File: config.mk
export PLATFORM = sky130hd
export DESIGN_NAME = pulse_stretch_mc
export DESIGN_NICKNAME = d
export VERILOG_FILES = /design/src/rtl/pulse_stretch_pkg.sv /design/src/rtl/pulse_stretch_ch.sv /design/src/rtl/pulse_stretch_mc.sv
export SDC_FILE = /design/constraint.sdc
export NUM_CORES = 1
export LEC_CHECK = 0
export CAP_MARGIN = 20
export CORE_MARGIN = 8
export CORE_UTILIZATION = 40
export CTS_BUF_LIST = sky130_fd_sc_hd__clkbuf_2
export DETAILED_ROUTE_END_ITERATION = 7
export DONT_BUFFER_PORTS = 1
export HOLD_SLACK_MARGIN = 0.12
export SYNTH_ARGS = -nofsm -noshare
export SYNTH_HDL_FRONTEND = slang
export SYNTH_SLANG_ARGS = --single-unit
File: constraint.sdc
create_clock -name clk_fast -period 1.9 [get_ports clk_fast]
set_input_delay 0.285 -clock clk_fast [delete_from_list [all_inputs] [get_ports clk_fast]]
set_output_delay 0.285 -clock clk_fast [all_outputs]
set_load 0.005 [all_outputs]
File: src/rtl/pulse_stretch_pkg.sv
// Shared types and elaboration-time helpers for the multi-channel pulse stretcher.
package pulse_stretch_pkg;

  typedef enum logic [1:0] {
    ST_IDLE = 2'd0,
    ST_HIGH = 2'd1,
    ST_GAP  = 2'd2
  } state_t;

  // Down-counter must hold the larger of the two window lengths.
  function automatic int cnt_width(input int high_cyc, input int gap_cyc);
    int m;
    m = (high_cyc > gap_cyc) ? high_cyc : gap_cyc;
    return $clog2(m + 1);
  endfunction

  function automatic bit params_ok(input int high_cyc, input int gap_cyc, input int pend_w);
    return (high_cyc >= 1) && (gap_cyc >= 1) && (pend_w >= 1);
  endfunction

endpackage

File: src/rtl/pulse_stretch_ch.sv
// One stretcher channel: IDLE/HIGH/GAP FSM, window counter, pending-event counter, sticky ovf.
module pulse_stretch_ch
  import pulse_stretch_pkg::*;
#(
  parameter int HIGH_CYC = 3,
  parameter int GAP_CYC  = 3,
  parameter int PEND_W   = 2
) (
  input  logic              clk_fast,
  input  logic              rst_n,
  input  logic              ev,
  input  logic              clr,
  output state_t            state,
  output logic [PEND_W-1:0] pend,
  output logic              ovf
);

  localparam int                CW       = cnt_width(HIGH_CYC, GAP_CYC);
  localparam logic [CW-1:0]     HIGH_LD  = CW'(HIGH_CYC);
  localparam logic [CW-1:0]     GAP_LD   = CW'(GAP_CYC);
  localparam logic [PEND_W-1:0] PEND_MAX = '1;

  state_t            state_nxt;
  logic [CW-1:0]     cnt, cnt_nxt;
  logic [PEND_W-1:0] pend_nxt;
  logic              ovf_nxt;
  logic              expire, gap_end, queue_ev, drop;

  always_ff @(posedge clk_fast or negedge rst_n) begin
    if (!rst_n) begin
      state <= ST_IDLE;
      cnt   <= '0;
      pend  <= '0;
      ovf   <= 1'b0;
    end else begin
      state <= state_nxt;
      cnt   <= cnt_nxt;
      pend  <= pend_nxt;
      ovf   <= ovf_nxt;
    end
  end

  always_comb begin
    state_nxt = state;
    cnt_nxt   = cnt;
    pend_nxt  = pend;
    expire    = (cnt == CW'(1));
    gap_end   = (state == ST_GAP) && expire;
    // An event on the GAP-end cycle starts the next window directly instead of queueing.
    queue_ev  = ev && (state != ST_IDLE) && !gap_end;
    drop      = queue_ev && (pend == PEND_MAX);
    if (queue_ev && !drop) pend_nxt = pend + 1'b1;

    case (state)
      ST_IDLE: begin
        if (ev) begin
          state_nxt = ST_HIGH;
          cnt_nxt   = HIGH_LD;
        end
      end
      ST_HIGH: begin
        if (expire) begin
          state_nxt = ST_GAP;
          cnt_nxt   = GAP_LD;
        end else begin
          cnt_nxt = cnt - 1'b1;
        end
      end
      ST_GAP: begin
        if (expire) begin
          if (ev || (pend != '0)) begin
            state_nxt = ST_HIGH;
            cnt_nxt   = HIGH_LD;
            if (!ev) pend_nxt = pend - 1'b1;
          end else begin
            state_nxt = ST_IDLE;
          end
        end else begin
          cnt_nxt = cnt - 1'b1;
        end
      end
      default: state_nxt = ST_IDLE;
    endcase

    ovf_nxt = drop | (ovf & ~clr);
  end

endmodule

File: src/rtl/pulse_stretch_mc.sv
// Multi-channel pulse stretcher: independent channels turning event pulses into spaced level windows.
module pulse_stretch_mc
  import pulse_stretch_pkg::*;
#(
  parameter int CH       = 4,
  parameter int HIGH_CYC = 3,
  parameter int GAP_CYC  = 3,
  parameter int PEND_W   = 2
) (
  input  logic          clk_fast,
  input  logic          rst_n,
  input  logic [CH-1:0] din_en,
  input  logic [CH-1:0] ovf_clr,
  output logic [CH-1:0] dout_lvl,
  output logic [CH-1:0] busy,
  output logic [CH-1:0] ovf
);

  if (!params_ok(HIGH_CYC, GAP_CYC, PEND_W)) begin : g_bad_params
    $error("pulse_stretch_mc: HIGH_CYC, GAP_CYC and PEND_W must all be >= 1");
  end

  state_t            ch_state [CH];
  logic [PEND_W-1:0] ch_pend  [CH];

  for (genvar i = 0; i < CH; i++) begin : g_ch
    pulse_stretch_ch #(
      .HIGH_CYC (HIGH_CYC),
      .GAP_CYC  (GAP_CYC),
      .PEND_W   (PEND_W)
    ) u_ch (
      .clk_fast (clk_fast),
      .rst_n    (rst_n),
      .ev       (din_en[i]),
      .clr      (ovf_clr[i]),
      .state    (ch_state[i]),
      .pend     (ch_pend[i]),
      .ovf      (ovf[i])
    );

    // Pure decodes of registered state, so neither output can glitch.
    assign dout_lvl[i] = (ch_state[i] == ST_HIGH);
    assign busy[i]     = (ch_state[i] != ST_IDLE) || (ch_pend[i] != '0);
  end

endmodule

Yosys cells after proc, flatten, opt, wreduce, memory -nomap -nowiden. Index checks and enable logic that the tools add are counted.

Bits in registers: 28. Input bits: 10. Output and inout port bits: 12. Word-level logic and storage cells: 192.

Add/sub/neg operators: 12. Equal/unequal tests: 32. Mux-type cells: 60. Bitwise gates (word level): 12. Reductions and logical operators: 60.

Operator list (number): 2-bit two-way mux (48); 2-bit case mux with 3 select lines (8); 3-bit AND reduction (8); 1-bit logical AND (20); 2-bit by 1-bit == test with 1-bit output, second input constant (8); 2-bit == test, second input constant (8); 2-bit by 1-bit != test with 1-bit output, second input constant (8); 2-bit nonzero test (8); 2-bit by 1-bit subtractor with 2-bit output, second input constant (8); 3-bit != test, second input constant (4); 3-bit nonzero test (4); 2-bit by 1-bit adder with 2-bit output, second input constant (4); 1-bit logical NOT (8); 2-bit logical NOT (4); 1-bit logical OR (8); 2-bit != test, second input constant (4); 1-bit bitwise AND (4); 1-bit two-way mux (4); 1-bit NOT (4); 1-bit bitwise OR (4).

Longest topological paths before layout.
Word-level depth: 12. Depth in mapped cells: 6. Mapped depth without buffers: 6.

By module. A second synthesis with hierarchy kept.

Cells, all modules: 216. Area total of the unflattened synthesis: 2168.3 um^2.

By module, submodules not included: pulse_stretch_ch at g_ch[0].u_ch ... (times used 3, cells each 52, area each 529.3 um^2, seq. area each 175.2 um^2); pulse_stretch_ch at g_ch[3].u_ch (times used 1, cells each 52, area each 525.5 um^2, seq. area each 175.2 um^2); pulse_stretch_mc (times used 1, cells each 8, area each 55.1 um^2, seq. area each 0.0 um^2).

Worst setup path before layout. No wires, ideal clock.

Path kind: register to register. Start point: register g_ch[3].u_ch.state[0]. End point: register g_ch[3].u_ch.cnt[1]. Data arrival time: 1.475 ns. Slack: 0.301 ns. Stages on the path, launching flop included: 7. Clock period less this slack: 1.599 ns. Path through: dfrtp_1 -> inv_1 -> ha_1 -> nor4bb_4 -> a221oi_2 -> nand3_1 -> mux2_2.

Longest elaborated chain between the ends: 3.

Ends and longest elaborated chain: start: declaration (RTL line pulse_stretch_ch.sv:13) `output state_t state,`; start signal: assignment (RTL line pulse_stretch_ch.sv:36) `state <= state_nxt;`; 2-bit == test (tied with other cells) (RTL line pulse_stretch_ch.sv:54) `case (state)`; 3-bit != test (no source line) (tied with other cells); 3-bit AND reduction (no source line); end signal: assignment (RTL line pulse_stretch_ch.sv:37) `cnt <= cnt_nxt;`; end: declaration (RTL line pulse_stretch_ch.sv:24) `logic [CW-1:0] cnt, cnt_nxt;`.

Parallel ways exist; a longest one is shown, timed or not. A chain may end at the register's enable or synchronous reset.

Worst setup path after layout.
Start point: register g_ch[2].u_ch.state[0]. End point: register g_ch[2].u_ch.ovf.

Longest elaborated chain between the ends: 6.

Ends and longest elaborated chain: start: declaration (RTL line pulse_stretch_ch.sv:13); start signal: assignment (RTL line pulse_stretch_ch.sv:36); 2-bit == test (RTL line pulse_stretch_ch.sv:48) `gap_end = (state == ST_GAP) && expire;`; 1-bit logical AND (RTL line pulse_stretch_ch.sv:48); 1-bit logical NOT (RTL line pulse_stretch_ch.sv:50) `queue_ev = ev && (state != ST_IDLE) && !gap_end;`; 1-bit logical AND (*) (RTL line pulse_stretch_ch.sv:50); 1-bit logical AND (*) (RTL line pulse_stretch_ch.sv:51) `drop = queue_ev && (pend == PEND_MAX);`; 1-bit bitwise OR (*) (RTL line pulse_stretch_ch.sv:85) `ovf_nxt = drop | (ovf & ~clr);`; named net g_ch[2].u_ch.ovf_nxt (RTL line pulse_stretch_ch.sv:26) `logic ovf_nxt;`; end signal: assignment (RTL line pulse_stretch_ch.sv:39) `ovf <= ovf_nxt;`; end: declaration (RTL line pulse_stretch_ch.sv:15) `output logic ovf`.

The timed path passes the listed nets; every way through them passes the cells marked *.

==> results summary <==
TritonCTS built the clock tree. The fraction of final layout cells sized beyond drive strength 1 is 0.117. In this run the static leakage power is 1.00 nW.

The max-slew violation count came out at 0. The areal power density over the cells came out at 1550 nW/µm². The initial antenna violation count was 0. The run finished with clean final reports. The number of global-route vias before repair came to 1,299. The worst max-slew margin expressed relative to the limit is 0.702. At the worst endpoint, the arrival time is 2.06 ns. In this design, the largest share of critical-path delay is due to buffers and inverters. After clock tree synthesis, the clock-pin slew on the worst setup and hold paths is approximately 0.25 ns. The library cells used most frequently in the layout, excluding fill and tap cells, are 30 x sky130_fd_sc_hd__inv_1, 28 x sky130_fd_sc_hd__dfrtp_1, 23 x sky130_fd_sc_hd__ha_1, 13 x sky130_fd_sc_hd__nand2_1, 11 x sky130_fd_sc_hd__dlygate4sd3_1. For this run, design rule violations remaining after detail routing come to 0.

The total of flip-flops plus latches after synthesis came out at 28. For met2 alone, demand over resource in global routing was 0.158. The number of buffers between clock root and the deepest sink came out at 2. The estimated wirelength of the detail-placed design came out at approximately 2.5 mm.

The top-level port count came out at 22. Entering global routing, the biggest net connects 29 pins. The proportion of register bits with asynchronous set or reset after synthesis came out at 1.00.

The number of detailed-routing iterations run before antenna repair came out at 6. Across the VDD grid, the largest voltage drop is 0.518 mV. The number of fillers in the final layout came out at 448.

At the later pin of the worst-skew pair, clock insertion delay measures 0.35 ns. The global-route wire length before repair is 5.89 mm. The final number of hold-violating endpoints came out at 0. The stage delay of the slowest cell on the critical path is 0.57 ns. The most critical setup path has its startpoint at g_ch[2].u_ch.state[0]$_DFFE_PN0P_. The finished layout cell area came out at 2110 µm². The most common cell after layout, fill and taps aside is sky130_fd_sc_hd__inv_1. In this run the worst path has a maximum fanout of 4. The area growth from synthesis to layout is 11.3%. The time the final worst path needs with I/O delays and setup is approximately 1.8 ns. The met3 usage is 0.0232. The floorplan die height came out at ~85 µm.

The die area is 7210 µm². The x dimension of the die came out at 84.9 µm. The post-placement cell area is approximately 1900 µm². The tree is rooted in a sky130_fd_sc_hd__clkbuf_2. The total area inside the core boundary comes to 4660 µm². The antenna diode count came out at 0. The global router's overall resource usage is 0.0981. The startpoint of the lowest-slack register-to-register path is g_ch[2].u_ch.state[0]$_DFFE_PN0P_. The count of nets left with antenna violations after detail routing came out at 0.

In this run the most critical hold path is launched from din_en[0]. The number of vias per cell is roughly 5.0. The number of synthesis warnings is 0.

The area taken by flip-flops and latches came out at 701 µm². For the pin with the worst max-slew slack, the measured transition is 0.443 ns. The number of synthesized flops with an enable pin is 0. The worst clock skew on the final layout is 0.00618 ns. The count of endpoints failing setup in the final report came out at 0. The number of distinct standard cells referenced by the synthesized netlist came out at 44. The layer flagged by global routing as most heavily used is met2. The multi-input combinational cells in the finished layout cover a total of 1040 µm². STA classifies the critical path startpoint as a flop. The signal on the critical path passes through inv_1, ha_2, nand2_1, o2111ai_2, o21ai_0, dlygate4sd3_1. The worst hold path class is input port to flop.

The area of the mapped netlist is 1900 µm². Clock tree synthesis inserted a total of 3 buffers. The net count of the finished layout is about 240. The initial detailed-routing violation count is 37.

Dividing the synthesized area by the synthesized cell count gives 9.73 µm². The detailed-route wire length is 3.26 mm. The total overflow reported by the global router came out at 0. The sequential-to-total area share from yosys stat came out at 0.369.

The worst setup path is captured at a flop. The total nets after synthesis came out at 230. The fmax is around 0.56 GHz.

The critical path required time came out at between 2 and 2.5 ns. The wire length per cell is approximately 13 µm. The congestion estimate from routability-driven global placement came to 0.770. The worst setup path category is flop to flop. The starting density of the core is 0.407. The number of buffers and inverters on the critical path is 2. The total via count after detailed routing is 1,303.

For this run, global-route usage on met1 was measured as 0.123. After technology mapping, the gate count stands at a little under 200. For this design, the slowest cell found on the critical path is sky130_fd_sc_hd__dlygate4sd3_1. The port buffer count came out at 0. The sink count of the clock tree came out at 28. Final hold analysis gives a worst-case slack of ~0.17 ns. In the finished design, the share of the clock period the worst path needs comes to 0.940.

The number of levels the H-tree was split into is 1. Among all flip-flop cells after synthesis, the most frequent one is sky130_fd_sc_hd__dfrtp_1. The number of core rows is 25. The count of max-cap constraint violations is 0.
-- final timing paths --
path	to	slack (ns)	depth (start not counted)
worst max register to register	g_ch[2].u_ch.ovf$_DFF_PN0_	0.11	6
worst min register to register	g_ch[0].u_ch.pend[0]$_DFF_PN0_	0.52	1
worst max-delay path	g_ch[2].u_ch.ovf$_DFF_PN0_	0.11	6
worst min-delay path	g_ch[0].u_ch.state[0]$_DFFE_PN0P_	0.17	3
max in group asynchronous	g_ch[3].u_ch.cnt[0]$_DFFE_PN0P_	1.43	2
min in group asynchronous	g_ch[3].u_ch.cnt[1]$_DFFE_PN0P_	0.32	2
-- stage by stage --
stage	setup TNS [ns]	worst slack (ns)	util	cells	power, mW
2_1_floorplan	0	0.301	-	195	2.61
3_3_place_gp	0	0.224	0.409	241	2.82
3_5_place_dp	0	0.195	0.409	241	2.82
4_1_cts	0	0.0827	0.446	257	3.27
5_1_grt	-0.00661	-0.00661	0.453	259	3.67
6_report	0	0.113	0.453	259	3.27
-- sequential cells by signal, indices dropped and copies added (netlist names) --
name	cells
g_ch.u_ch.pend	8
g_ch.u_ch.state	8
g_ch.u_ch.cnt	8
g_ch.u_ch.ovf	4
-- layer usage --
layer / wire length [µm] / up-vias
li1: - / 686
met1: 1590 / 600
met2: 1510 / 15
met3: 124 / 2
met4: 34 / 0
met5: 0 / -
-- tightest hold or removal path, stage by stage --
cell                       delay (ns)
sky130_fd_sc_hd__and2_1          0.09
sky130_fd_sc_hd__o211ai_1        0.07
sky130_fd_sc_hd__nand2_1         0.05
-- where the power goes --
group	leakage, nW	internal (mW)	switching (mW)
logic	0.650	0.907	0.879
clock network	0.0266	0.181	0.168
registers	0.326	0.875	0.259
total	1.00	1.96	1.31
-- final cells by class --
| type | instances | area share |
|---|---|---|
| timing repair buffer | 14 | 0.0687 |
| clock inverter | 1 | 0.0142 |
| clock buffer | 3 | 0.00711 |
| multi-input combinational | 129 | 0.493 |
| sequential | 28 | 0.332 |
| inverter | 30 | 0.0533 |
| tap | 54 | 0.0320 |
-- timing repair --
action | CTS | global route
buffers inserted | 0 | 2
hold endpoints to repair | 36 | 0
hold buffers | 12 | 0
resized for setup | 0 | 4
endpoints found under the setup margin | 0 | 3
-- Yosys cell counts (all sizes together), types with 2 or more instances --
library cell / number / area, µm²
nand4b: 2 / 17.5
o21a: 2 / 15.0
ha: 25 / 313
o21ai: 10 / 50.1
nor3b: 3 / 22.5
nand3b: 3 / 22.5
nor2b: 3 / 18.8
buf: 8 / 60.1
mux2: 7 / 78.8
a21oi: 4 / 20.0
a21o: 2 / 15.0
a31oi: 4 / 25.0
nor2: 8 / 30.0
inv: 30 / 113
nand2b: 3 / 18.8
dfrtp: 28 / 701
a211oi: 2 / 15.0
nand3: 5 / 25.0
nand2: 14 / 55.1
and2: 2 / 12.5
xnor2: 4 / 35.0
o22ai: 5 / 31.3
-- cell families (layout without fill, tap and decap cells) --
kind of cell / count (synthesis) / after routing / synth area share
AND/OR/NAND/NOR: 51 / 51 / 0.159
adder cells (fa/ha/maj): 25 / 25 / 0.165
XOR/XNOR: 4 / 4 / 0.0185
multiplexers: 8 / 8 / 0.0468
buffers and inverters: 38 / 48 / 0.0910
AO/OA/AOI/OAI: 41 / 41 / 0.151
flip-flops: 28 / 28 / 0.369
(Power assumes the default switching activity.)
